==> src/rtl/branch_predictor_if.sv <==
`default_nettype none
// ============================================================================
//  Module      : branch_predictor_if
//  Description : Bundle between the pipeline and the branch direction
//                predictor. The fetch-side lookup (if_*), the EX-side
//                resolution (ex_*), and the predictor's results travel here.
//                master : pipeline side (drives PCs/opcode/outcomes)
//                slave  : predictor side (drives prediction, flush, stats)
//  Revision    : 1.0  initial release
// ============================================================================
interface branch_predictor_if #(
    parameter int PC_WIDTH   = 64,
    parameter int STAT_WIDTH = 32
);
    // Fetch-stage lookup
    logic [PC_WIDTH-1:0]   if_pc;
    logic [6:0]            if_opcode;
    logic                  predict_taken;
    // EX-stage resolution
    logic                  ex_valid;
    logic [PC_WIDTH-1:0]   ex_pc;
    logic                  ex_taken;
    logic                  ex_predicted;
    logic                  mispredict;
    // Statistics
    logic [STAT_WIDTH-1:0] branch_count;
    logic [STAT_WIDTH-1:0] mispredict_count;

    modport master (
        output if_pc, if_opcode, ex_valid, ex_pc, ex_taken, ex_predicted,
        input  predict_taken, mispredict, branch_count, mispredict_count
    );

    modport slave (
        input  if_pc, if_opcode, ex_valid, ex_pc, ex_taken, ex_predicted,
        output predict_taken, mispredict, branch_count, mispredict_count
    );
endinterface
`default_nettype wire

==> src/rtl/branch_predictor.sv <==
`default_nettype none
// ============================================================================
//  Module      : branch_predictor
//  Description : Dynamic branch direction predictor. A table of 2-bit
//                saturating counters, indexed by PC[INDEX_BITS+1:2], gives
//                a zero-latency prediction for conditional branches in
//                fetch. Branches resolving in EX train the table, raise a
//                same-cycle mispredict flag, and bump saturating statistics.
//  Ports       : clk    - rising-edge clock
//                reset  - synchronous, active-high reset
//                bus    - branch_predictor_if.slave
//                         in : if_pc, if_opcode, ex_valid, ex_pc,
//                              ex_taken, ex_predicted
//                         out: predict_taken (comb), mispredict (comb),
//                              branch_count, mispredict_count (registered)
//  Revision    : 1.0  initial release
// ============================================================================
module branch_predictor #(
    parameter int INDEX_BITS = 4,
    parameter int PC_WIDTH   = 64,
    parameter int STAT_WIDTH = 32
) (
    input  wire                  clk,
    input  wire                  reset,
    branch_predictor_if.slave    bus
);

    localparam int                    c_ENTRIES   = 1 << INDEX_BITS;
    localparam logic [6:0]            c_OP_BRANCH = 7'b1100011;
    localparam logic [1:0]            c_CTR_INIT  = 2'b01;
    localparam logic [STAT_WIDTH-1:0] c_STAT_ONE  = {{(STAT_WIDTH-1){1'b0}}, 1'b1};
    localparam logic [STAT_WIDTH-1:0] c_STAT_MAX  = {STAT_WIDTH{1'b1}};

    logic [1:0]            r_table [0:c_ENTRIES-1];
    logic [STAT_WIDTH-1:0] r_branch_count;
    logic [STAT_WIDTH-1:0] r_mispredict_count;

    logic [INDEX_BITS-1:0] w_if_idx;
    logic [INDEX_BITS-1:0] w_ex_idx;
    logic [1:0]            w_ex_ctr;
    logic [1:0]            w_ex_ctr_next;
    logic                  w_mispredict;

    // Word-aligned index; upper PC bits are untagged so aliasing is allowed.
    assign w_if_idx = bus.if_pc[INDEX_BITS+1:2];
    assign w_ex_idx = bus.ex_pc[INDEX_BITS+1:2];

    // Prediction reads the registered table only, so a same-index update in
    // this cycle is not visible until the next one.
    assign bus.predict_taken = (bus.if_opcode == c_OP_BRANCH) && r_table[w_if_idx][1];

    assign w_mispredict   = bus.ex_valid && (bus.ex_taken != bus.ex_predicted);
    assign bus.mispredict = w_mispredict;

    assign w_ex_ctr = r_table[w_ex_idx];

    always_comb begin
        w_ex_ctr_next = w_ex_ctr;
        if (bus.ex_taken) begin
            if (w_ex_ctr != 2'b11) w_ex_ctr_next = w_ex_ctr + 2'b01;
        end else begin
            if (w_ex_ctr != 2'b00) w_ex_ctr_next = w_ex_ctr - 2'b01;
        end
    end

    // Reset wins over a coincident update, which is simply dropped.
    always_ff @(posedge clk) begin
        if (reset) begin
            for (int i = 0; i < c_ENTRIES; i++) begin
                r_table[i] <= c_CTR_INIT;
            end
        end else if (bus.ex_valid) begin
            r_table[w_ex_idx] <= w_ex_ctr_next;
        end
    end

    // Statistics stick at all-ones rather than wrapping.
    always_ff @(posedge clk) begin
        if (reset) begin
            r_branch_count     <= '0;
            r_mispredict_count <= '0;
        end else begin
            if (bus.ex_valid && (r_branch_count != c_STAT_MAX)) begin
                r_branch_count <= r_branch_count + c_STAT_ONE;
            end
            if (w_mispredict && (r_mispredict_count != c_STAT_MAX)) begin
                r_mispredict_count <= r_mispredict_count + c_STAT_ONE;
            end
        end
    end

    assign bus.branch_count     = r_branch_count;
    assign bus.mispredict_count = r_mispredict_count;

    // PC bits outside the index window take no part in the lookup.
    logic w_unused;
    assign w_unused = ^{bus.if_pc[PC_WIDTH-1:INDEX_BITS+2], bus.if_pc[1:0],
                        bus.ex_pc[PC_WIDTH-1:INDEX_BITS+2], bus.ex_pc[1:0]};

endmodule
`default_nettype wire
==> src/flat_wrapper.sv <==
// flat-port wrapper written by rule: the top's interface ports become plain ports
module branch_predictor_flat 
#(
    parameter int INDEX_BITS = 4,
    parameter int PC_WIDTH   = 64,
    parameter int STAT_WIDTH = 32
)
  (clk, reset, bus_if_pc, bus_if_opcode, bus_ex_valid, bus_ex_pc, bus_ex_taken, bus_ex_predicted, bus_predict_taken, bus_mispredict, bus_branch_count, bus_mispredict_count);
  branch_predictor_if #(.PC_WIDTH(PC_WIDTH), .STAT_WIDTH(STAT_WIDTH)) bus_i ();
  input  wire clk;
  input  wire reset;
  input wire logic [$bits(bus_i.if_pc)-1:0] bus_if_pc;
  input wire logic [$bits(bus_i.if_opcode)-1:0] bus_if_opcode;
  input wire logic [$bits(bus_i.ex_valid)-1:0] bus_ex_valid;
  input wire logic [$bits(bus_i.ex_pc)-1:0] bus_ex_pc;
  input wire logic [$bits(bus_i.ex_taken)-1:0] bus_ex_taken;
  input wire logic [$bits(bus_i.ex_predicted)-1:0] bus_ex_predicted;
  output wire logic [$bits(bus_i.predict_taken)-1:0] bus_predict_taken;
  output wire logic [$bits(bus_i.mispredict)-1:0] bus_mispredict;
  output wire logic [$bits(bus_i.branch_count)-1:0] bus_branch_count;
  output wire logic [$bits(bus_i.mispredict_count)-1:0] bus_mispredict_count;
  assign bus_i.if_pc = bus_if_pc;
  assign bus_i.if_opcode = bus_if_opcode;
  assign bus_i.ex_valid = bus_ex_valid;
  assign bus_i.ex_pc = bus_ex_pc;
  assign bus_i.ex_taken = bus_ex_taken;
  assign bus_i.ex_predicted = bus_ex_predicted;
  assign bus_predict_taken = bus_i.predict_taken;
  assign bus_mispredict = bus_i.mispredict;
  assign bus_branch_count = bus_i.branch_count;
  assign bus_mispredict_count = bus_i.mispredict_count;
  branch_predictor #(.INDEX_BITS(INDEX_BITS), .PC_WIDTH(PC_WIDTH), .STAT_WIDTH(STAT_WIDTH)) u_core (.clk(clk), .reset(reset), .bus(bus_i));
endmodule
==> config.mk <==
export PLATFORM = sky130hd
export DESIGN_NAME = branch_predictor_flat
export DESIGN_NICKNAME = d
export VERILOG_FILES = /design/src/rtl/branch_predictor_if.sv /design/src/rtl/branch_predictor.sv /design/src/flat_wrapper.sv
export SDC_FILE = /design/constraint.sdc
export NUM_CORES = 1
export LEC_CHECK = 0
export CORE_MARGIN = 2
export CORE_UTILIZATION = 28
export CTS_BUF_LIST = sky130_fd_sc_hd__clkbuf_4 sky130_fd_sc_hd__clkbuf_8
export CTS_CLUSTER_SIZE = 10
export DETAILED_ROUTE_END_ITERATION = 16
export RECOVER_POWER = 100
export SYNTH_ARGS = -nofsm -noshare
export SYNTH_HDL_FRONTEND = slang
export SYNTH_SLANG_ARGS = --single-unit
==> constraint.sdc <==
create_clock -name clk -period 8.5 [get_ports clk]
set_input_delay 2.55 -clock clk [delete_from_list [all_inputs] [get_ports clk]]
set_output_delay 2.55 -clock clk [all_outputs]
set_load 0.02 [all_outputs]
==> results of run 1 <==
==> worst max-delay path by stage <==
| stage | slack, ns | end | from | cells after the start |
|---|---|---|---|---|
| 3_3_place_gp | 1.04 | bus_predict_taken | bus_if_pc[2] | 5 |
| 2_1_floorplan | 2.24 | bus_predict_taken | bus_if_pc[2] | 3 |
| 3_5_place_dp | 1.02 | bus_predict_taken | bus_if_pc[2] | 5 |
| 4_1_cts | 1.01 | bus_predict_taken | bus_if_pc[2] | 5 |
| 6_report | 0.97 | bus_predict_taken | bus_if_pc[2] | 5 |
| 5_1_grt | 0.89 | bus_predict_taken | bus_if_pc[2] | 5 |
==> placed cells by master, fill, tap and decap left out, drive strengths merged, types with 13 or more instances in the layout <==
cell type,n
a211oi,14
a21oi,27
and4,15
clkdlybuf4s50,16
dfxtp,64
dlygate4sd3,68
edfxtp,32
inv,21
mux4,13
nand2,38
nand2b,14
nand3,34
nand4,23
nor2,61
nor3,16
or4,13
xnor2,21
==> cells in the mapped netlist, types with 3 or more instances <==
| cell | n |
|---|---|
| nand2b_1 | 14 |
| nor4_1 | 4 |
| nand4_1 | 23 |
| or2_2 | 5 |
| a211oi_1 | 14 |
| xor2_1 | 3 |
| clkbuf_1 | 23 |
| and4_1 | 15 |
| nor3_1 | 15 |
| dfxtp_1 | 64 |
| edfxtp_1 | 32 |
| a21oi_1 | 27 |
| a21o_1 | 3 |
| nand3_1 | 34 |
| nor2_1 | 61 |
| and3_1 | 8 |
| nand2_1 | 38 |
| or4_1 | 13 |
| o31ai_1 | 12 |
| or3_1 | 11 |
| a31oi_1 | 5 |
| a2111oi_0 | 3 |
| mux2_2 | 7 |
| xnor2_1 | 21 |
| o21ai_0 | 11 |
| mux4_2 | 13 |
| nor2b_1 | 12 |
| buf_2 | 9 |
| and2_1 | 5 |
| inv_1 | 18 |
==> flip-flops by register name (all words and copies together) (netlist names) <==
signal	cells
u_core.bus.branch_count	32
u_core.bus.mispredict_count	32
u_core.r_table	32
==> final cells by class <==
type	instances	area, µm²
Timing Repair Buffer	87	857.1
Sequential cell	96	2242
Clock inverter	7	88.84
Inverter	18	67.56
Fill cell	1823	11650
Tap cell	229	286.5
Multi-Input combinational cell	403	2645
Clock buffer	9	123.9
==> logic make-up (layout without fill, tap and decap cells) <==
logic type | Yosys count | in the layout | share of synthesized area (%)
simple gates | 268 | 268 | 28.55
mux | 22 | 22 | 7.664
buf+inv | 52 | 121 | 4.113
compound gates | 85 | 85 | 10.80
fa+ha+maj | 4 | 4 | 0.8814
xor+xnor | 24 | 24 | 4.114
flops | 96 | 96 | 43.88
==> layer usage <==
metal | global-route usage, % | vias up | wire length (µm)
li1 | - | 2166 | -
met1 | 17.30 | 2134 | 5930
met2 | 21.86 | 127 | 6186
met3 | 3.695 | 16 | 891
met4 | 4.200 | 0 | 194
met5 | 0 | - | 0
==> worst max-delay path: stages <==
cell and delay, ns:
dlygate4sd3_1 0.70, mux4_2 0.54, mux4_2 0.47, and4_1 0.18, clkdlybuf4s50_1 0.53
==> report_power, final <==
group | internal [mW] | total (mW) | switching (mW)
combinational | 0.0285 | 0.0690 | 0.0405
sequential | 0.479 | 0.484 | 0.00467
clock | 0.142 | 0.328 | 0.185
==> stage by stage <==
step | utilization, % | hold WS, ns | setup WS, ns | std cells | total power [mW]
CTS | 35.22 | 0.5114 | 1.011 | 849 | 0.8934
floorplan | - | 0.5591 | 2.239 | 551 | 0.5390
global route | 35.13 | 0.5284 | 0.8917 | 849 | 0.9144
finish | 35.13 | 0.5057 | 0.9692 | 849 | 0.8806
global placement | 34.04 | 0.4743 | 1.036 | 833 | 0.5639
detailed placement | 34.04 | 0.4967 | 1.016 | 833 | 0.5655
==> out/qor.log, run 1 <==
INFO  synth          synth_largest_type_area_fraction=25.07%
INFO  synth          yosysWarnings=0
INFO  placed_design  place.port_buffers=85
INFO  timing         grt_setup_unrepaired=no
INFO  global_route   track_usage=13.40%
INFO  clock_network  total_clock_buffers_created_by_cts=9
INFO  floorplanning  top_level_ports=206
INFO  timing         setup_tns=0ns
INFO  worst_setup_path worstReg2RegEnd=u_core.bus.mispredict_count[20]
INFO  synth          ys_async_sr_fraction=0%
INFO  timing         f_max=132.8MHz
INFO  global_route   antenna_found_initial=0
INFO  route          detailroute.via_count=4443
INFO  floorplanning  die-width=139.1µm
INFO  worst_setup_path path_max_fanout=4
INFO  floorplanning  die_area=0.01935mm²
INFO  timing         slew_headroom=24.36%
INFO  synth          synth_area_leaders=dfxtp_1 25%, edfxtp_1 19%, mux4_2 5.7%, nor2_1 4.5%, xnor2_1 3.6%
INFO  synth          post_synth_inst_count=551
INFO  placed_design  postPlaceCellArea=0.006115mm²
INFO  outcome        status=complete, no violations
INFO  floorplanning  core-area=0.01796mm²
INFO  clock_network  max-clock-path-buffers=2
INFO  clock_network  postCtsSetupBuffers=0
INFO  clock_network  root_buffer=clkbuf_8
INFO  floorplanning  dieHeight=139.1µm
INFO  clock_network  clock_latency=0.39ns
INFO  synth          post_synth_num_cell_types=51
INFO  route          postRouteAntennaNets=0
INFO  hold_path      timing.hold.worst.class=register to register
INFO  layout         share_of_post_route_cells_with_drive_strength_above_1=7.742%
INFO  hold_path      holdPathStages=2
INFO  job            number_of_max_capacitance_violations_reported=0
INFO  global_route   vias_in_the_first_global_route=4212
INFO  synth          ys_seq_elements=96
INFO  route          vias_per_cell=5.233
INFO  route          first_iter_violations=261
INFO  power_and_ir_drop power-per-cell-area=139.5mW/mm²
INFO  synth          synth.yosys.seq_area_share=43.88%
INFO  worst_setup_path reg2reg_setup_slack=5.96ns
INFO  clock_network  clkTransAtPathRegs=0.10ns
INFO  hold_path      min_from=u_core.bus.mispredict_count[22]
INFO  timing         hold_violations=0
INFO  worst_setup_path critical_path.endpoint_type=primary output
INFO  floorplanning  number_of_placement_rows=49
INFO  synth          syn-mean-instance-area=9.274µm²
INFO  timing         final_clock_period_utilization_by_the_worst_path=88.60%
INFO  floorplanning  initial_utilization=28.45%
INFO  layout         layout.nets=757
INFO  route          routed_wirelength=13.20mm
INFO  timing         final.min_clock_period=7.531ns
INFO  synth          syn_area=0.005110mm²
INFO  layout         antenna_cells=0
INFO  worst_setup_path start_kind=primary input
INFO  synth          number_of_enable_type_register_cells_in_the_synthesized_netlist=32
INFO  clock_network  h_tree_depth=3
INFO  clock_network  cts_tree=yes
INFO  layout         area_growth_syn_to_layout=23.51%
INFO  synth          syn-num-nets=693
INFO  timing         drv_slew=0
INFO  global_route   wire_length_of_the_first_global_routing_pass=21.25mm
INFO  clock_network  tritoncts_num_sinks=96
INFO  clock_network  cts_hold_buf=0
INFO  placed_design  gp_congestion=0.8007
INFO  worst_setup_path required=5.95ns
INFO  timing         fin_skew=0.01643ns
INFO  placed_design  detailedPlacementHpwl=9.265mm
INFO  timing         setup_viol=0
INFO  power_and_ir_drop power.static_leakage=2.108nW
INFO  timing         worst_slew_pin_slew=1.126ns
INFO  global_route   global_route.overflow_total=0
INFO  power_and_ir_drop vdd_drop_max=71.69µV
INFO  route          avgRoutedWirePerCell=15.55µm
INFO  worst_setup_path critPathKind=primary input to primary output
INFO  clock_network  cts.repair.resized=0
INFO  worst_setup_path ff2ff_path_depth=5
INFO  layout         final_cell_area=0.006311mm²
INFO  worst_setup_path startpoint_of_the_most_critical_register_to_register_path=u_core.bus.mispredict_count[2]
INFO  hold_path      holdPathEnd=u_core.bus.mispredict_count[22]
INFO  route          remaining_drc_errors=0
INFO  route          drt_first_pass_iters=4
INFO  global_route   maximum_number_of_pins_on_one_net_before_global_route_repair=92
INFO  worst_setup_path critical_path_arrival=4.98ns
INFO  synth          postSynth.topFlopCell=dfxtp_1
INFO  synth          synth_largest_area_cell=dfxtp_1
Note: power is estimated with default switching activity, not from simulation.
==> run 2, diff against run 1 <==
--- a/config.mk
+++ b/config.mk
@@ -8,7 +8,7 @@
 export CORE_MARGIN = 2
 export CORE_UTILIZATION = 28
 export CTS_BUF_LIST = sky130_fd_sc_hd__clkbuf_4 sky130_fd_sc_hd__clkbuf_8
-export CTS_CLUSTER_SIZE = 10
+export CTS_CLUSTER_SIZE = 20
 export DETAILED_ROUTE_END_ITERATION = 16
 export RECOVER_POWER = 100
 export SYNTH_ARGS = -nofsm -noshare
==> results of run 2 <==
Same layout as run 1: the final DEF is identical, and so are final timing and power.
